--- config.mk ---
export PLATFORM = sky130hd
export DESIGN_NAME = alu_exec_unit
export DESIGN_NICKNAME = d
export VERILOG_FILES = /design/src/rtl/alu_exec_unit.sv
export SDC_FILE = /design/constraint.sdc
export NUM_CORES = 2
export LEC_CHECK = 0
export CAP_MARGIN = 20
export CORE_MARGIN = 4
export CORE_UTILIZATION = 45
export CTS_BUF_LIST = sky130_fd_sc_hd__clkbuf_8
export DETAILED_ROUTE_END_ITERATION = 8
export PLACE_DENSITY = 0.66
export SLEW_MARGIN = 20
export SYNTH_ARGS = -nofsm -noshare
export SYNTH_HDL_FRONTEND = slang
export SYNTH_SLANG_ARGS = --single-unit
export TNS_END_PERCENT = 5
--- constraint.sdc ---
create_clock -name i_clk -period 17.25 [get_ports i_clk]
set_clock_uncertainty 0.15 [all_clocks]
set_input_delay 3.45 -clock i_clk [delete_from_list [all_inputs] [get_ports i_clk]]
set_output_delay 3.45 -clock i_clk [all_outputs]
set_load 0.02 [all_outputs]
--- src/rtl/alu_exec_unit.sv ---
// alu_exec_unit: single-issue ALU execute stage.
// Single-cycle ops (add/sub/logic/compare/shift/lui/jr) answer one cycle
// after acceptance. MUL/MULH/MULHU/DIV/DIVU/REM/REMU iterate one bit per
// cycle and answer DWIDTH+1 cycles after acceptance.
// Ports:
//   i_clk, i_rst             clock, synchronous active-high reset
//   i_valid / o_ready        operation handshake (accepted in IDLE only)
//   i_funct, i_alu_src       op code, operand-B select (1 = sign-extended imm)
//   i_data_rs, i_data_rt     operand A, register operand B
//   i_imm                    immediate
//   i_flush                  aborts any in-flight operation
//   o_valid                  one-cycle result strobe
//   o_value, o_pc            result, jump target (held between strobes)
//   o_change_pc              redirect request, qualified by o_valid
module alu_exec_unit #(
  parameter int DWIDTH    = 32,
  parameter int PC_WIDTH  = 32,
  parameter int IMM_WIDTH = 16
) (
  input  logic                 i_clk,
  input  logic                 i_rst,
  input  logic                 i_valid,
  output logic                 o_ready,
  input  logic [4:0]           i_funct,
  input  logic                 i_alu_src,
  input  logic [DWIDTH-1:0]    i_data_rs,
  input  logic [DWIDTH-1:0]    i_data_rt,
  input  logic [IMM_WIDTH-1:0] i_imm,
  input  logic                 i_flush,
  output logic                 o_valid,
  output logic [DWIDTH-1:0]    o_value,
  output logic [PC_WIDTH-1:0]  o_pc,
  output logic                 o_change_pc
);

  localparam int SHW = $clog2(DWIDTH);
  localparam int CW  = $clog2(DWIDTH + 1);

  typedef enum logic [1:0] {S_IDLE, S_BUSY, S_DONE} state_e;

  typedef enum logic [4:0] {
    F_ADD  = 5'd0,  F_SUB  = 5'd1,  F_AND   = 5'd2,  F_OR   = 5'd3,
    F_NOR  = 5'd4,  F_SLT  = 5'd5,  F_SLTU  = 5'd6,  F_SLL  = 5'd7,
    F_SRL  = 5'd8,  F_SRA  = 5'd9,  F_EQ    = 5'd10, F_NEQ  = 5'd11,
    F_GE   = 5'd12, F_GEU  = 5'd13, F_ADDU  = 5'd14, F_SUBU = 5'd17,
    F_LUI  = 5'd18, F_JR   = 5'd19, F_MUL   = 5'd20, F_MULH = 5'd21,
    F_MULHU= 5'd22, F_DIV  = 5'd23, F_DIVU  = 5'd24, F_REM  = 5'd25,
    F_REMU = 5'd26
  } funct_e;

  state_e                state_q, state_d;
  logic [CW-1:0]         cnt_q, cnt_d;
  logic [4:0]            op_q, op_d;
  logic [DWIDTH-1:0]     hi_q, hi_d, lo_q, lo_d, mc_q, mc_d, a_q, a_d;
  logic                  bz_q, bz_d, negq_q, negq_d, negr_q, negr_d;
  logic [DWIDTH-1:0]     res_q, res_d;
  logic [PC_WIDTH-1:0]   pc_q, pc_d;
  logic                  chg_q, chg_d;
  logic [DWIDTH-1:0]     val_hold_q;
  logic [PC_WIDTH-1:0]   pc_hold_q;
  logic                  chg_hold_q;

  logic [DWIDTH-1:0]     opb, abs_a, abs_b;
  logic [SHW-1:0]        sh;
  logic                  sgn_a, sgn_b, is_iter, is_signed_iter;
  logic [DWIDTH-1:0]     sc_val;
  logic [PC_WIDTH-1:0]   sc_pc;
  logic                  sc_chg;

  logic [DWIDTH:0]       mul_sum, div_sh, div_tr;
  logic [DWIDTH-1:0]     step_hi, step_lo, quo, rem, fin;
  logic [2*DWIDTH-1:0]   prod, prod_n;

  assign opb   = i_alu_src ? {{(DWIDTH-IMM_WIDTH){i_imm[IMM_WIDTH-1]}}, i_imm} : i_data_rt;
  assign sh    = opb[SHW-1:0];
  assign sgn_a = i_data_rs[DWIDTH-1];
  assign sgn_b = opb[DWIDTH-1];
  assign abs_a = sgn_a ? -i_data_rs : i_data_rs;
  assign abs_b = sgn_b ? -opb : opb;
  assign is_iter        = (i_funct >= 5'd20) && (i_funct <= 5'd26);
  assign is_signed_iter = (i_funct == F_MULH) || (i_funct == F_DIV) || (i_funct == F_REM);

  always_comb begin
    sc_val = '0;
    sc_pc  = '0;
    sc_chg = 1'b0;
    case (i_funct)
      F_ADD, F_ADDU: sc_val = i_data_rs + opb;
      F_SUB, F_SUBU: sc_val = i_data_rs - opb;
      F_AND:  sc_val = i_data_rs & opb;
      F_OR:   sc_val = i_data_rs | opb;
      F_NOR:  sc_val = ~(i_data_rs | opb);
      F_SLT:  sc_val[0] = $signed(i_data_rs) < $signed(opb);
      F_SLTU: sc_val[0] = i_data_rs < opb;
      F_SLL:  sc_val = i_data_rs << sh;
      F_SRL:  sc_val = i_data_rs >> sh;
      F_SRA:  sc_val = $signed(i_data_rs) >>> sh;
      F_EQ:   sc_val[0] = i_data_rs == opb;
      F_NEQ:  sc_val[0] = i_data_rs != opb;
      F_GE:   sc_val[0] = $signed(i_data_rs) >= $signed(opb);
      F_GEU:  sc_val[0] = i_data_rs >= opb;
      F_LUI:  sc_val = {i_imm, {(DWIDTH-IMM_WIDTH){1'b0}}};
      F_JR: begin
        sc_pc  = i_data_rs[PC_WIDTH-1:0];
        sc_chg = 1'b1;
      end
      default: ;
    endcase
  end

  // Shared hi/lo datapath: multiply keeps {acc, multiplier} and shifts right;
  // divide keeps {remainder, dividend->quotient} and shifts left.
  always_comb begin
    mul_sum = {1'b0, hi_q} + (lo_q[0] ? {1'b0, mc_q} : '0);
    div_sh  = {hi_q, lo_q[DWIDTH-1]};
    div_tr  = div_sh - {1'b0, mc_q};
    if (op_q >= 5'd23) begin
      if (!div_tr[DWIDTH]) begin
        step_hi = div_tr[DWIDTH-1:0];
        step_lo = {lo_q[DWIDTH-2:0], 1'b1};
      end else begin
        step_hi = div_sh[DWIDTH-1:0];
        step_lo = {lo_q[DWIDTH-2:0], 1'b0};
      end
    end else begin
      step_hi = mul_sum[DWIDTH:1];
      step_lo = {mul_sum[0], lo_q[DWIDTH-1:1]};
    end
    prod   = {step_hi, step_lo};
    prod_n = negq_q ? -prod : prod;
    quo    = negq_q ? -step_lo : step_lo;
    rem    = negr_q ? -step_hi : step_hi;
    case (op_q)
      F_MUL:        fin = prod[DWIDTH-1:0];
      F_MULH:       fin = prod_n[2*DWIDTH-1:DWIDTH];
      F_MULHU:      fin = prod[2*DWIDTH-1:DWIDTH];
      F_DIV, F_DIVU: fin = bz_q ? '1 : quo;
      F_REM, F_REMU: fin = bz_q ? a_q : rem;
      default:      fin = '0;
    endcase
  end

  always_comb begin
    state_d = state_q;
    cnt_d   = cnt_q;
    op_d    = op_q;
    hi_d    = hi_q;
    lo_d    = lo_q;
    mc_d    = mc_q;
    a_d     = a_q;
    bz_d    = bz_q;
    negq_d  = negq_q;
    negr_d  = negr_q;
    res_d   = res_q;
    pc_d    = pc_q;
    chg_d   = chg_q;
    if (i_flush) begin
      state_d = S_IDLE;
    end else begin
      case (state_q)
        S_IDLE: begin
          if (i_valid) begin
            op_d   = i_funct;
            a_d    = i_data_rs;
            bz_d   = (opb == '0);
            hi_d   = '0;
            lo_d   = i_data_rs;
            mc_d   = opb;
            negq_d = 1'b0;
            negr_d = 1'b0;
            cnt_d  = '0;
            if (is_signed_iter) begin
              lo_d   = abs_a;
              mc_d   = abs_b;
              negq_d = sgn_a ^ sgn_b;
              negr_d = sgn_a;
            end
            if (is_iter) begin
              state_d = S_BUSY;
              pc_d    = '0;
              chg_d   = 1'b0;
            end else begin
              state_d = S_DONE;
              res_d   = sc_val;
              pc_d    = sc_pc;
              chg_d   = sc_chg;
            end
          end
        end
        S_BUSY: begin
          hi_d  = step_hi;
          lo_d  = step_lo;
          cnt_d = cnt_q + 1'b1;
          if (cnt_d == CW'(DWIDTH)) begin
            state_d = S_DONE;
            res_d   = fin;
          end
        end
        S_DONE:  state_d = S_IDLE;
        default: state_d = S_IDLE;
      endcase
    end
  end

  always_ff @(posedge i_clk) begin
    if (i_rst) begin
      state_q    <= S_IDLE;
      cnt_q      <= '0;
      op_q       <= '0;
      hi_q       <= '0;
      lo_q       <= '0;
      mc_q       <= '0;
      a_q        <= '0;
      bz_q       <= 1'b0;
      negq_q     <= 1'b0;
      negr_q     <= 1'b0;
      res_q      <= '0;
      pc_q       <= '0;
      chg_q      <= 1'b0;
      val_hold_q <= '0;
      pc_hold_q  <= '0;
      chg_hold_q <= 1'b0;
    end else begin
      state_q <= state_d;
      cnt_q   <= cnt_d;
      op_q    <= op_d;
      hi_q    <= hi_d;
      lo_q    <= lo_d;
      mc_q    <= mc_d;
      a_q     <= a_d;
      bz_q    <= bz_d;
      negq_q  <= negq_d;
      negr_q  <= negr_d;
      res_q   <= res_d;
      pc_q    <= pc_d;
      chg_q   <= chg_d;
      if (o_valid) begin
        val_hold_q <= res_q;
        pc_hold_q  <= pc_q;
        chg_hold_q <= chg_q;
      end
    end
  end

  // A flush or reset in DONE kills the strobe, so outputs only move on o_valid.
  assign o_ready     = (state_q == S_IDLE);
  assign o_valid     = (state_q == S_DONE) && !i_flush && !i_rst;
  assign o_value     = o_valid ? res_q : val_hold_q;
  assign o_pc        = o_valid ? pc_q  : pc_hold_q;
  assign o_change_pc = o_valid ? chg_q : chg_hold_q;

endmodule
---- Word-level counts from Yosys, hierarchy flattened ----
Index checks and enable logic that the tools add are counted.
cells by class
  add/sub/neg operators ................... 10
  multipliers ............................. 0
  div/mod/pow operators ................... 0
  order comparisons ....................... 7
  eq/ne operators ......................... 35
  shift-type cells ........................ 3
  muxes and demuxes ....................... 41
  bitwise operators ....................... 5
  reduce and logical (&&, ||, !) cells .... 20
operators with widths
  operator                                       number
  two-way mux 32 bit                             22
  case mux 31 bit (9 select lines)               1
  case mux 32 bit (2 select lines)               3
  case mux 32 bit (5 select lines)               1
  negator 32 bit                                 4
  == test 5 bit, second input constant           13
  >= comparator 32 bit                           2
  < comparator 32 bit                            2
  two-way mux 64 bit                             1
  negator 64 bit                                 1
  == test 5 x 4 -> 1 bit, second input constant  7
  adder 32 x 32 -> 33 bit                        1
  subtractor 33 x 32 -> 33 bit                   1
  adder 32 bit                                   1
  AND 32 bit                                     1
  == test 32 bit                                 1
  logical NOT 32 bit                             1
  != test 32 bit                                 1
  NOT 32 bit                                     1
  OR 32 bit                                      1
  << shifter 32 x 5 -> 32 bit                    1
  >> shifter 32 x 5 -> 32 bit                    1
  >>> shifter 32 x 5 -> 32 bit                   1
  subtractor 32 bit                              1
  28 further kinds                               51
storage, ports and cells
  register bits ........................... 274
  bits in latches ......................... 0
  RAM bits ................................ 0
  memory bits (read-only) ................. 0
  bits of input ports ..................... 90
  word-level logic and storage cells ...... 137
  memories ................................ 0

---- Logic depth before layout (Yosys ltp) ----
  word-level depth ........................ 9
  gate-level depth with buffers ........... 25
  gate-level depth less buffers ........... 22

---- Worst setup path before layout ----
No wires, ideal clock.
  path type ............................... input-to-reg
  start ................................... in i_alu_src
  end ..................................... reg res_q[0]
  setup time .............................. 142 ps
  data arrival time ....................... 9,069 ps
  data required time ...................... 16,958 ps
  setup slack ............................. 7,889 ps
  cell stages on the path ................. 21
  path buffers ............................ 6
  cell sequence ........................... buf_2 > mux2i_1 > clkbuf_1 > clkbuf_1 > buf_1 > buf_1 > clkbuf_1 > ha_1 > nor2b_1 > o211ai_1 > o2111ai_1 > a311o_1 > a211oi_1 > o2111ai_1 > and2_1 > a221oi_1 > mux2_2 > a211oi_1 > nor3b_1 > o221ai_1 > a311oi_1
between the ends
  word-level cells in the longest chain between the ends .. 7
  elaborated cells on any way between the ends .. 19
  those cells by class .................... add/sub (2); order compare (4); eq/ne (2); shift (3); mux (5); bitwise (3)
ends and longest elaborated chain
  item                                                       line  RTL
  from (decl)                                                25    input logic i_alu_src,
  two-way mux 32 bit (*)                                     74    assign opb = i_alu_src ? {{(DWIDTH-IMM_WIDTH){i_imm[IMM_WIDTH-1]}}, i_imm} : i_data_rt;
  branches (longest 2 deep; another with subtractor 32 bit)  n/a
  case mux 1 bit (14 select lines) (*)                       87    case (i_funct)
  two-way mux 32 bit (*)                                     178   if (is_iter) begin
  two-way mux 32 bit (*)                                     162   if (i_valid) begin
  case mux 32 bit (2 select lines) (*)                       160   case (state_q)
  to (signal assigned)                                       234   res_q <= res_d;
  to (decl)                                                  56    logic [DWIDTH-1:0] res_q, res_d;
Mark *: on every way between the ends. The select of a mux whose other input is x is not followed.
A chain may end at the register's enable or synchronous reset.

---- Final worst setup path ----
  start ................................... in i_flush
  end ..................................... out o_pc[30]
between the ends
  word-level cells in the longest chain between the ends .. 4
ends and longest elaborated chain
  item                            line  RTL
  from (decl)                     29    input logic i_flush,
  logical NOT 1 bit               247   assign o_valid = (state_q == S_DONE) && !i_flush && !i_rst;
  logical AND 1 bit (2 in a row)  247
  two-way mux 32 bit              n/a
  to (decl)                       32    output logic [PC_WIDTH-1:0] o_pc,
Every way passes these cells.

==> run summary <==
Outcome -> completed
First-pass GRT wire length -> 214,000 um
Starting DRT DRC Count -> 4,740
Final GP Congestion -> 1.08
Die area -> 69,900 um^2
PwrDens -> 65.7 nW/um^2
Leakage -> 0.0133 uW
Yosys cell types -> 106
CTS Hold Bufs -> 0
Mapped Area -> 29,600 um^2
Worst Hold Launch -> pc_q[8]
Synth Instances -> 4,148
IO Pins -> 157
Post-synthesis average cell area -> 7.13 um^2
Detail Placement HPWL -> 114,000 um
Hold Path End -> pc_q[8]
Worst r2r path cells -> 22
Main flop type after synthesis -> dfxtp_1
Syn_nets -> 4,408
Filler cell count in the final layout -> 6,518
Sequential share of the synthesized area -> 0.185
Worst setup EP type -> output port
Crit path launch -> i_flush
Setup repair bufs after CTS -> 0
Share of cells above drive strength 1 -> 0.0940
Routed WL per cell -> 29.5 um
Nets@finish -> 4,419
Setup Total Neg Slack -> 0 ns
Final Hold Vio Count -> 0
Post-layout min period -> 9.62 ns
Die W -> 264 um
Register Area -> 5490 um^2
Largest net degree at the start of global routing -> 82
Total CTS buffers -> 53
Reg2reg start -> mc_q[0]
Num rows -> 93
Critical Path AT -> 6.02 ns
Critical path type -> in -> out
Maxcap violations -> 0
Htree depth -> 2
Utilization after layout -> 0.512
Async SR Flop Fraction -> 0
Hold-critical path depth -> 2
WP data required -> 13.65 ns
Slew headroom -> 0.210
Max rail drop VDD -> 0.0000735 V
Max Fanout on Critical Path -> 47
CTS tree -> yes
Unrepaired setup endpoints after global routing -> no
Period utilisation layout -> 0.558
Seq cells post-synth -> 274
Total power -> 2180 uW
Layout area overhead -> 12.3%
Drt total wl -> 150,000 um
Clock transition at the registers of the reported paths -> 0.06 ns
Height of the die -> 264 um
Worst Hold Class -> reg -> reg
Area of the multi-input gates -> 22,400 um^2
EDFF count, synth -> 0
IO buf count -> 156
Reg2reg end -> res_q[6]
Final setup vio count -> 0
CTS Sinks -> 274
Final ANT Viol Nets -> 0
PostCTS Resize Cnt -> 0
Syn. warnings -> 0
Max Slew Vio Count -> 0
Aggregate global-route resource usage -> 0.402
Via count -> 34,200
R2R setup slack -> 9.20 ns
Core area -> 64,800 um^2
Vias in the first global route -> 31,300
Vias per cell -> 6.76
Root Driver -> clkbuf_8
Initial Util -> 0.456
DRC errors left -> 0
Initial antenna violation count -> 11
Clk Latency, worst-skew pair -> 0.70 ns
Detailed Routing Iterations Pass 1 -> 8
Grt total ovfl -> 0
F_max -> 0.104 GHz
Clock buffer depth -> 3
Startpoint Class -> input pin
Slew @ Worst Pin -> 1.18 ns
==> layout make-up <==
class                      count  share of cell area
clock buffer                  67              0.0278
tap                          855              0.0322
inverter                     165              0.0186
sequential                   274               0.165
timing repair buffer         262              0.0711
clock inverter                29             0.00949
antenna                        6            0.000452
multi-input combinational   3403               0.675
==> sequential cells by signal, indices dropped and copies added, names as in the netlist <==
name / count
mc_q: 32
cnt_q: 6
pc_hold_q: 32
pc_q: 32
hi_q: 32
val_hold_q: 32
res_q: 32
state_q: 2
op_q: 5
chg_q: 1
bz_q: 1
negr_q: 1
a_q: 32
chg_hold_q: 1
negq_q: 1
lo_q: 32
==> critical path, stage by stage <==
cell             delay, ns
clkdlybuf4s50_1       0.59
nor4b_2               0.37
buf_4                 0.58
mux2_2                0.42
clkdlybuf4s50_1       0.55
==> cell families after synthesis <==
group	Yosys count	share of synthesized area
AOI/OAI and AO/OA	1388	0.308
and+or+nand+nor	1470	0.234
DFF	274	0.185
xor gates and xnor gates	132	0.0396
adders and majority gates	170	0.0729
buffers and inverters	471	0.0617
muxes	243	0.0985
==> per-layer routing <==
metal  part of all wire  GRT usage  wire [um]
met5            0.00011          0         16
met3               0.12      0.109      18000
met4              0.073      0.233      10900
met2               0.42      0.611      63000
met1               0.39      0.514      57600
==> report_power, final <==
part	total, uW	switching, uW	internal (uW)
clock network	780	326	454
logic	724	491	233
registers	678	24.9	653
total	2180	841	1340
==> worst max path at each step <==
stage	endpoint	slack, ns	cells after the start
global placement	o_pc[18]	7.70	5
detailed placement	o_pc[18]	7.64	5
finish	o_pc[30]	7.63	5
global route	o_pc[19]	7.50	5
floorplan	res_q[0]	7.89	21
CTS	o_pc[18]	7.64	5
==> through the flow <==
step | setup WS (ns) | hold WS (ns) | std cells | instance area, um^2
global route | 7.50 | 0.318 | 5056 | 33200
global placement | 7.70 | 0.291 | 4958 | 31900
finish | 7.63 | 0.305 | 5061 | 33200
floorplan | 7.89 | 0.277 | 4148 | 29600
CTS | 7.64 | 0.305 | 5055 | 33200
detailed placement | 7.64 | 0.295 | 4959 | 32000
==> Yosys cell counts, drive strengths merged (65+ instances only) <==
cell,number,area [um^2]
nor2,455,1710
nand2,440,1660
a21oi,439,2200
dfxtp,274,5490
clkbuf,260,977
o21ai,249,1250
ha,166,2080
inv,163,612
mux2i,132,1330
xnor2,95,840
nand3,88,445
nor3,87,435
a211oi,86,651
nor2b,85,532
mux2,81,912
o211ai,70,526
a31oi,65,422
==> cell usage in the layout (no fill, tap or decap), types with 19 or more instances in the layout <==
cell | synthesis | layout
o221ai_1 | 41 | 41
and2_1 | 61 | 60
o31ai_1 | 32 | 31
inv_1 | 161 | 170
nand2_1 | 439 | 439
or3_1 | 27 | 27
a221oi_1 | 36 | 36
clkbuf_8 | 0 | 67
and3_1 | 33 | 33
xnor2_1 | 94 | 94
nor2b_1 | 85 | 84
xor2_1 | 36 | 36
nor4_1 | 26 | 25
or2_2 | 19 | 19
a211oi_1 | 85 | 83
nor3_1 | 87 | 85
o21ai_0 | 246 | 246
nand3_1 | 87 | 87
dfxtp_1 | 274 | 273
nand4_1 | 29 | 29
mux4_2 | 30 | 30
ha_1 | 166 | 166
o21bai_1 | 28 | 28
a31oi_1 | 64 | 64
a221o_1 | 30 | 30
nor2_1 | 455 | 450
o21a_1 | 24 | 24
o211ai_1 | 70 | 70
buf_4 | 2 | 105
clkdlybuf4s50_1 | 0 | 153
a22oi_1 | 39 | 39
a21oi_1 | 439 | 439
mux2_2 | 81 | 81
a21o_1 | 53 | 52
o22ai_1 | 34 | 34
nand2b_1 | 34 | 34
mux2i_1 | 131 | 127
No activity file was read; power rests on OpenSTA's default activity.
